### src/rtl/instr_feeder.sv
// Instruction feeder: streams a small loaded program into a processor's IR port,
// holding the processor in reset for a fixed number of cycles before each run.
module instr_feeder #(
    parameter int              XLEN     = 32,
    parameter int              DEPTH    = 16,
    parameter int              RST_HOLD = 2,
    parameter logic [XLEN-1:0] NOP      = 32'h00000013,
    parameter int              AW       = $clog2(DEPTH)
) (
    input  logic            clk,
    input  logic            reset,
    input  logic            load_en,
    input  logic [AW-1:0]   load_addr,
    input  logic [XLEN-1:0] load_data,
    input  logic [AW:0]     prog_len,
    input  logic            loop_mode,
    input  logic            start,
    input  logic            abort,
    input  logic            ir_ready,
    output logic            proc_reset,
    output logic [XLEN-1:0] ir,
    output logic            ir_valid,
    output logic [AW-1:0]   idx,
    output logic [15:0]     issued,
    output logic            busy,
    output logic            done
);

    localparam int              HW        = (RST_HOLD > 1) ? $clog2(RST_HOLD) : 1;
    localparam logic [HW-1:0]   HOLD_INIT = HW'(RST_HOLD - 1);
    localparam logic [AW:0]     LEN_MAX   = (AW+1)'(DEPTH);

    typedef enum logic [1:0] {IDLE, HOLD, RUN, DONE} state_t;

    state_t          state, state_nx;
    logic [XLEN-1:0] mem [DEPTH];
    logic [HW-1:0]   hold_cnt;
    logic [AW:0]     eff_len;
    logic            loop_q;

    logic        idle_like;
    logic        can_start;
    logic        accept;
    logic        last;
    logic [AW:0] start_len;

    assign idle_like = (state == IDLE) || (state == DONE);
    assign start_len = (prog_len > LEN_MAX) ? LEN_MAX : prog_len;
    assign can_start = idle_like && start && !abort && (start_len != '0);
    assign accept    = (state == RUN) && ir_ready;
    assign last      = ({1'b0, idx} == eff_len - (AW+1)'(1));

    assign proc_reset = (state == IDLE) || (state == HOLD);
    assign ir_valid   = (state == RUN);
    assign ir         = ir_valid ? mem[idx] : NOP;
    assign busy       = (state == HOLD) || (state == RUN);
    assign done       = (state == DONE);

    always_ff @(posedge clk or negedge reset) begin
        if (!reset) state <= IDLE;
        else        state <= state_nx;
    end

    // Abort beats every other transition out of HOLD/RUN.
    always_comb begin
        state_nx = state;
        case (state)
            IDLE, DONE: if (can_start) state_nx = HOLD;
            HOLD: begin
                if (abort)                 state_nx = IDLE;
                else if (hold_cnt == '0)   state_nx = RUN;
            end
            RUN: begin
                if (abort)                         state_nx = IDLE;
                else if (accept && last && !loop_q) state_nx = DONE;
            end
            default: state_nx = IDLE;
        endcase
    end

    always_ff @(posedge clk or negedge reset) begin
        if (!reset) begin
            hold_cnt <= '0;
            idx      <= '0;
            issued   <= '0;
            eff_len  <= '0;
            loop_q   <= 1'b0;
        end else if (can_start) begin
            hold_cnt <= HOLD_INIT;
            idx      <= '0;
            issued   <= '0;
            eff_len  <= start_len;
            loop_q   <= loop_mode;
        end else if (!abort) begin
            if (state == HOLD && hold_cnt != '0)
                hold_cnt <= hold_cnt - HW'(1);
            if (accept) begin
                idx <= last ? '0 : idx + AW'(1);
                if (issued != 16'hFFFF) issued <= issued + 16'd1;
            end
        end
    end

    // Program memory is deliberately outside the reset domain so a reset replays it.
    always_ff @(posedge clk) begin
        if (load_en && idle_like) mem[load_addr] <= load_data;
    end

endmodule

### config.mk
export PLATFORM = sky130hd
export DESIGN_NAME = instr_feeder
export DESIGN_NICKNAME = d
export VERILOG_FILES = /design/src/rtl/instr_feeder.sv
export SDC_FILE = /design/constraint.sdc
export NUM_CORES = 1
export LEC_CHECK = 0
export BUFFER_PORTS_ARGS = -buffer_cell sky130_fd_sc_hd__buf_2
export CAP_MARGIN = 30
export CORE_AREA = 2 2 192 194
export CTS_BUF_LIST = sky130_fd_sc_hd__clkbuf_4
export DETAILED_ROUTE_END_ITERATION = 10
export DIE_AREA = 0 0 194 196
export GPL_ROUTABILITY_DRIVEN = 0
export GPL_TIMING_DRIVEN = 0
export PLACE_DENSITY = 0.81
export REMOVE_ABC_BUFFERS = 1
export SYNTH_ARGS = -nofsm -noshare
export SYNTH_HDL_FRONTEND = slang
export SYNTH_SLANG_ARGS = --single-unit
### constraint.sdc
create_clock -name clk -period 4.5 [get_ports clk]
set_input_delay 1.125 -clock clk [delete_from_list [all_inputs] [get_ports clk]]
set_output_delay 1.125 -clock clk [all_outputs]
set_load 0.01 [all_outputs]
* Word level (Yosys, flattened, before mapping) *
Memories as Yosys holds them, arrays and structs flattened.
Cells that the tools add are included.

operators by class
  $add $sub $neg = 4
  order comparisons = 1
  eq/ne operators = 9
  mux-type cells = 21
  reduce and logical (&&, ||, !) cells = 23

operators with widths
  cell                   number
  $mux 16                4
  $mux 32                1
  $add 16x1->16 const B  1
  $mux 4                 4
  $ne 16x16->1 const B   1
  $mux 2                 5
  $logic_and 1x1->1      8
  $pmux 2 s3             1
  $reduce_and 3->1       2
  $reduce_bool 2->1      3
  $eq 4x5->1             1
  $gt 5x5->1 const B     1
  $mux 1                 5
  $mux 5                 1
  $reduce_bool 5->1      1
  $sub 5x1->5 const B    1
  $add 4x1->4 const B    1
  $eq 2x2->1 const B     2
  $reduce_and 2->1       2
  $logic_or 1x1->1       3
  $ne 3x2->1 const B     1
  $ne 3x3->1 const B     1
  $eq 2x1->1 const B     1
  $logic_not 1->1        2
  5 further kinds        5

word-level totals
  flip-flop bits (word level) = 29
  RAM bits = 512
  bits of input ports = 48
  output and inout bits = 56
  word-level logic and storage cells = 65
  memories = 1

memories
  memory  words  width  rd ports  clocked after memory_dff  write ports  RTL line  source
  mem     16     32     1         0                         1            36        logic [XLEN-1:0] mem [DEPTH];

* Longest topological paths before layout *
  word-level depth = 7
  mapped depth = 9
  gate-level depth less buffers = 7

* Least setup slack after synthesis *
No wires, ideal clock.

  path kind = input port to flip-flop
  start = input load_en
  end = memory mem[0][0], enable pin
  library setup time = 0.461 ns
  arrival time = 3.771 ns
  data required time = 4.039 ns
  setup slack = 0.268 ns
  cell stages on the path = 3
  path through = nand2b_1 -> or3_1 -> nor3_1

on the way
  word-level cells in the longest chain between the ends = 3

RTL lines
  element                       RTL line  source
  start, declared               12        input logic load_en,
  $logic_and 1x1->1             106       if (load_en && idle_like) mem[load_addr] <= load_data;
  $mux 1                        106
  $mux 1 (implied by the code)  106
  end, declared                 36

Every way passes these cells.

* Worst setup path in the final report *
  start = register idx[0]
  end = output ir[28]

on the way
  word-level cells in the longest chain between the ends = 2

RTL lines
  element                 RTL line  source
  start, declared         23        output logic [AW-1:0] idx,
  start signal, assigned  98        idx <= last ? '0 : idx + AW'(1);
  $mem_v2 16x32           -
  $mux 32                 55        assign ir = ir_valid ? mem[idx] : NOP;
  end, declared           21        output logic [XLEN-1:0] ir,

Every way passes these cells.

==> run summary <==
ANT nets after route: 0
max_slew headroom: 35.4%
Layout area overhead: 16.4%
Crit. End Element: output pin
initial antenna violation count: 5
Core ar.: 36100 sq um
crit start category: register
clock buffer depth: 3
final setup violation count: 0
Synth Register Bits: 541
Nets: 1261
Worst Path Arrival: 3.27 ns
Total Routing Usage GR: 25.4%
Fmax: 227 MHz
Routed WL per cell: 26.9 um
Yosys Warn Count: 0
Seq/Total Area, Yosys: 75.9%
Worst R2R Path Depth: 6
Yosys cell types: 51
share of layout cells above drive strength 1: 40.4%
Final Hold Viols: 0
I/O pin count: 104
worst-path fanout max: 31
WL final: 47600 um
DP Wirelength: 26300 um
R2R Setup Slk: 1.51 ns
via count: 11100
Tcrit/Tclk final: 97.7%
pin count of the biggest net entering global routing: 65
LEAKAGE: 8.14 nW
Initial Utilization: 58.8%
fraction of registers with async set/reset: 5.36%
syn_area_per_cell: 21.8 sq um
Post-Syn Instances: 971
crit path time final: 4.40 ns
Root Buffer: clkbuf_4
pre-CTS WS: 0.458 ns
Die Width: 194 um
GR Overflow Total: 0
CTS Hold Buffers Added: 0
PD cells: 498 nW/um^2
Synth area leaders: edfxtp_1 72%, mux4_2 16%, dfrtp_1 3.4%, and2_1 0.88%, mux2i_1 0.71%
worst setup margin: 0.102 ns
clk slew on worst S/H paths: 0.06 ns
CTS tree: done
DR DRC count: 0
worst min path class: in -> async
reg2reg start: state[0]$_DFFE_PN0P_
max cap viols: 0
top_reg_cell synth: edfxtp_1
first-pass GRT wire length: 70000 um
Post-synth top cells: 512 x edfxtp_1, 151 x mux4_2, 32 x nor2_1
post-synth top area cell: edfxtp_1
DIE AREA: 38000 sq um
H-tree depth: 4
Site Rows: 70
worst-skew pair later-pin latency: 0.85 ns
Die H: 196 um
First-pass DRT Iterations: 5
CP required: 3.38 ns
top-count cell post-synth: edfxtp_1
final slew viol count: 0
VDD IR max: 391 uV
r2r endpoint: mem[3][27]$_DFFE_PP_
Synth top area share: 72.5%
status: completed
clock buffer count from CTS: 133
Mapped Area: 21200 sq um
TritonCTS sink count: 541
initial drt markers: 1101
post-DR vias/cell: 6.28
IO buf count: 103
EDFF count, synth: 512
vias in the first global route: 11500
WHS: 0.345 ns
critical path class: reg -> out
Worst-Margin Slew: 0.964 ns
Setup Skew: 0.0524 ns
==> power by group <==
| group | internal, W | switching [W] | leakage, nW |
|---|---|---|---|
| clock network | 0.00210 | 0.00196 | 0.975 |
| logic | 0.00129 | 0.00113 | 2.17 |
| registers | 0.00567 | 0.000148 | 4.99 |
==> what timing repair did <==
action	CTS	global route
gates resized for setup	1	1
setup buffers	3	0
cloned	1	0
endpoints found under the setup margin	25	1
==> cell type report <==
| class | instances | area (sq um) |
|---|---|---|
| Clock buffer | 181 | 1360 |
| Timing Repair Buffer | 147 | 1320 |
| Sequential cell | 541 | 16100 |
| Tap cell | 468 | 586 |
| Multi-Input combinational cell | 376 | 4980 |
| Clock inverter | 46 | 308 |
| Inverter | 7 | 26.3 |
| Antenna cell | 2 | 5.00 |
| Fill cell | 2180 | 11400 |
==> layer usage <==
metal  part of all wire [%]  GRT usage, %
met4                    2.4          9.03
met5                  0.059             0
met3                    9.9          6.09
met1                     38          35.1
met2                     50          40.5
==> cells by family after synthesis <==
logic type,Yosys count,synth area share (%)
xor+xnor,14,0.578
compound gates,48,1.47
fa+ha+maj,7,0.413
simple gates,140,3.70
mux,167,16.8
buf+inv,54,1.15
flops,541,75.9
==> worst max-delay path: stages (launching register included) <==
cell     delay [ns]
dfrtp_4        0.48
buf_16         0.21
buf_16         0.25
mux4_2         0.58
mux4_2         0.58
and2_1         0.19
buf_2          0.13
==> registers in the layout, indices dropped and copies added, names as in the netlist <==
signal    flops
eff_len       5
hold_cnt      1
idx           4
issued       16
loop_q        1
mem         512
state         2
==> metrics by stage <==
step / utilization [%] / cell area [sq um] / setup TNS (ns) / total power (W) / cells
finish: 68.4 / 24700 / 0 / 0.0123 / 1768
global route: 68.4 / 24700 / -0.000102 / 0.0128 / 1767
CTS: 68.4 / 24700 / 0 / 0.0124 / 1766
detailed placement: 63.6 / 22900 / 0 / 0.00823 / 1535
global placement: 61.2 / 22100 / -772.18 / 0.00799 / 1495
floorplan: - / 21000 / -112.01 / 0.00768 / 924
==> cells in the final DEF (no fill, tap or decap), types with 6 or more instances in the layout <==
| cell | synthesis | routed |
|---|---|---|
| mux2i_1 | 15 | 15 |
| buf_12 | 0 | 11 |
| edfxtp_1 | 512 | 512 |
| clkinv_1 | 0 | 28 |
| nor2_4 | 0 | 12 |
| nor2_1 | 32 | 20 |
| dfrtp_1 | 29 | 25 |
| nand3b_1 | 6 | 6 |
| inv_1 | 7 | 7 |
| ha_1 | 7 | 6 |
| buf_6 | 0 | 17 |
| o21ai_0 | 9 | 9 |
| and2_1 | 30 | 30 |
| mux4_2 | 151 | 151 |
| nand3_1 | 9 | 9 |
| nand2_1 | 17 | 17 |
| buf_16 | 0 | 12 |
| a21oi_1 | 10 | 10 |
| xnor2_1 | 13 | 13 |
| buf_2 | 15 | 103 |
| clkbuf_4 | 0 | 181 |
==> worst max-delay path by stage <==
stage	start	to	slack [ns]	depth (start not counted)
2_1_floorplan	idx[0]$_DFFE_PN0P_	ir[10]	-3.16	3
3_3_place_gp	idx[0]$_DFFE_PN0P_	ir[28]	-5.34	4
3_5_place_dp	idx[0]$_DFFE_PN0P_	ir[28]	0.46	6
4_1_cts	idx[0]$_DFFE_PN0P_	ir[28]	0.005	6
5_1_grt	idx[0]$_DFFE_PN0P_	ir[28]	-0.0001	6
6_report	idx[0]$_DFFE_PN0P_	ir[28]	0.10	6
(Power assumes the default switching activity.)
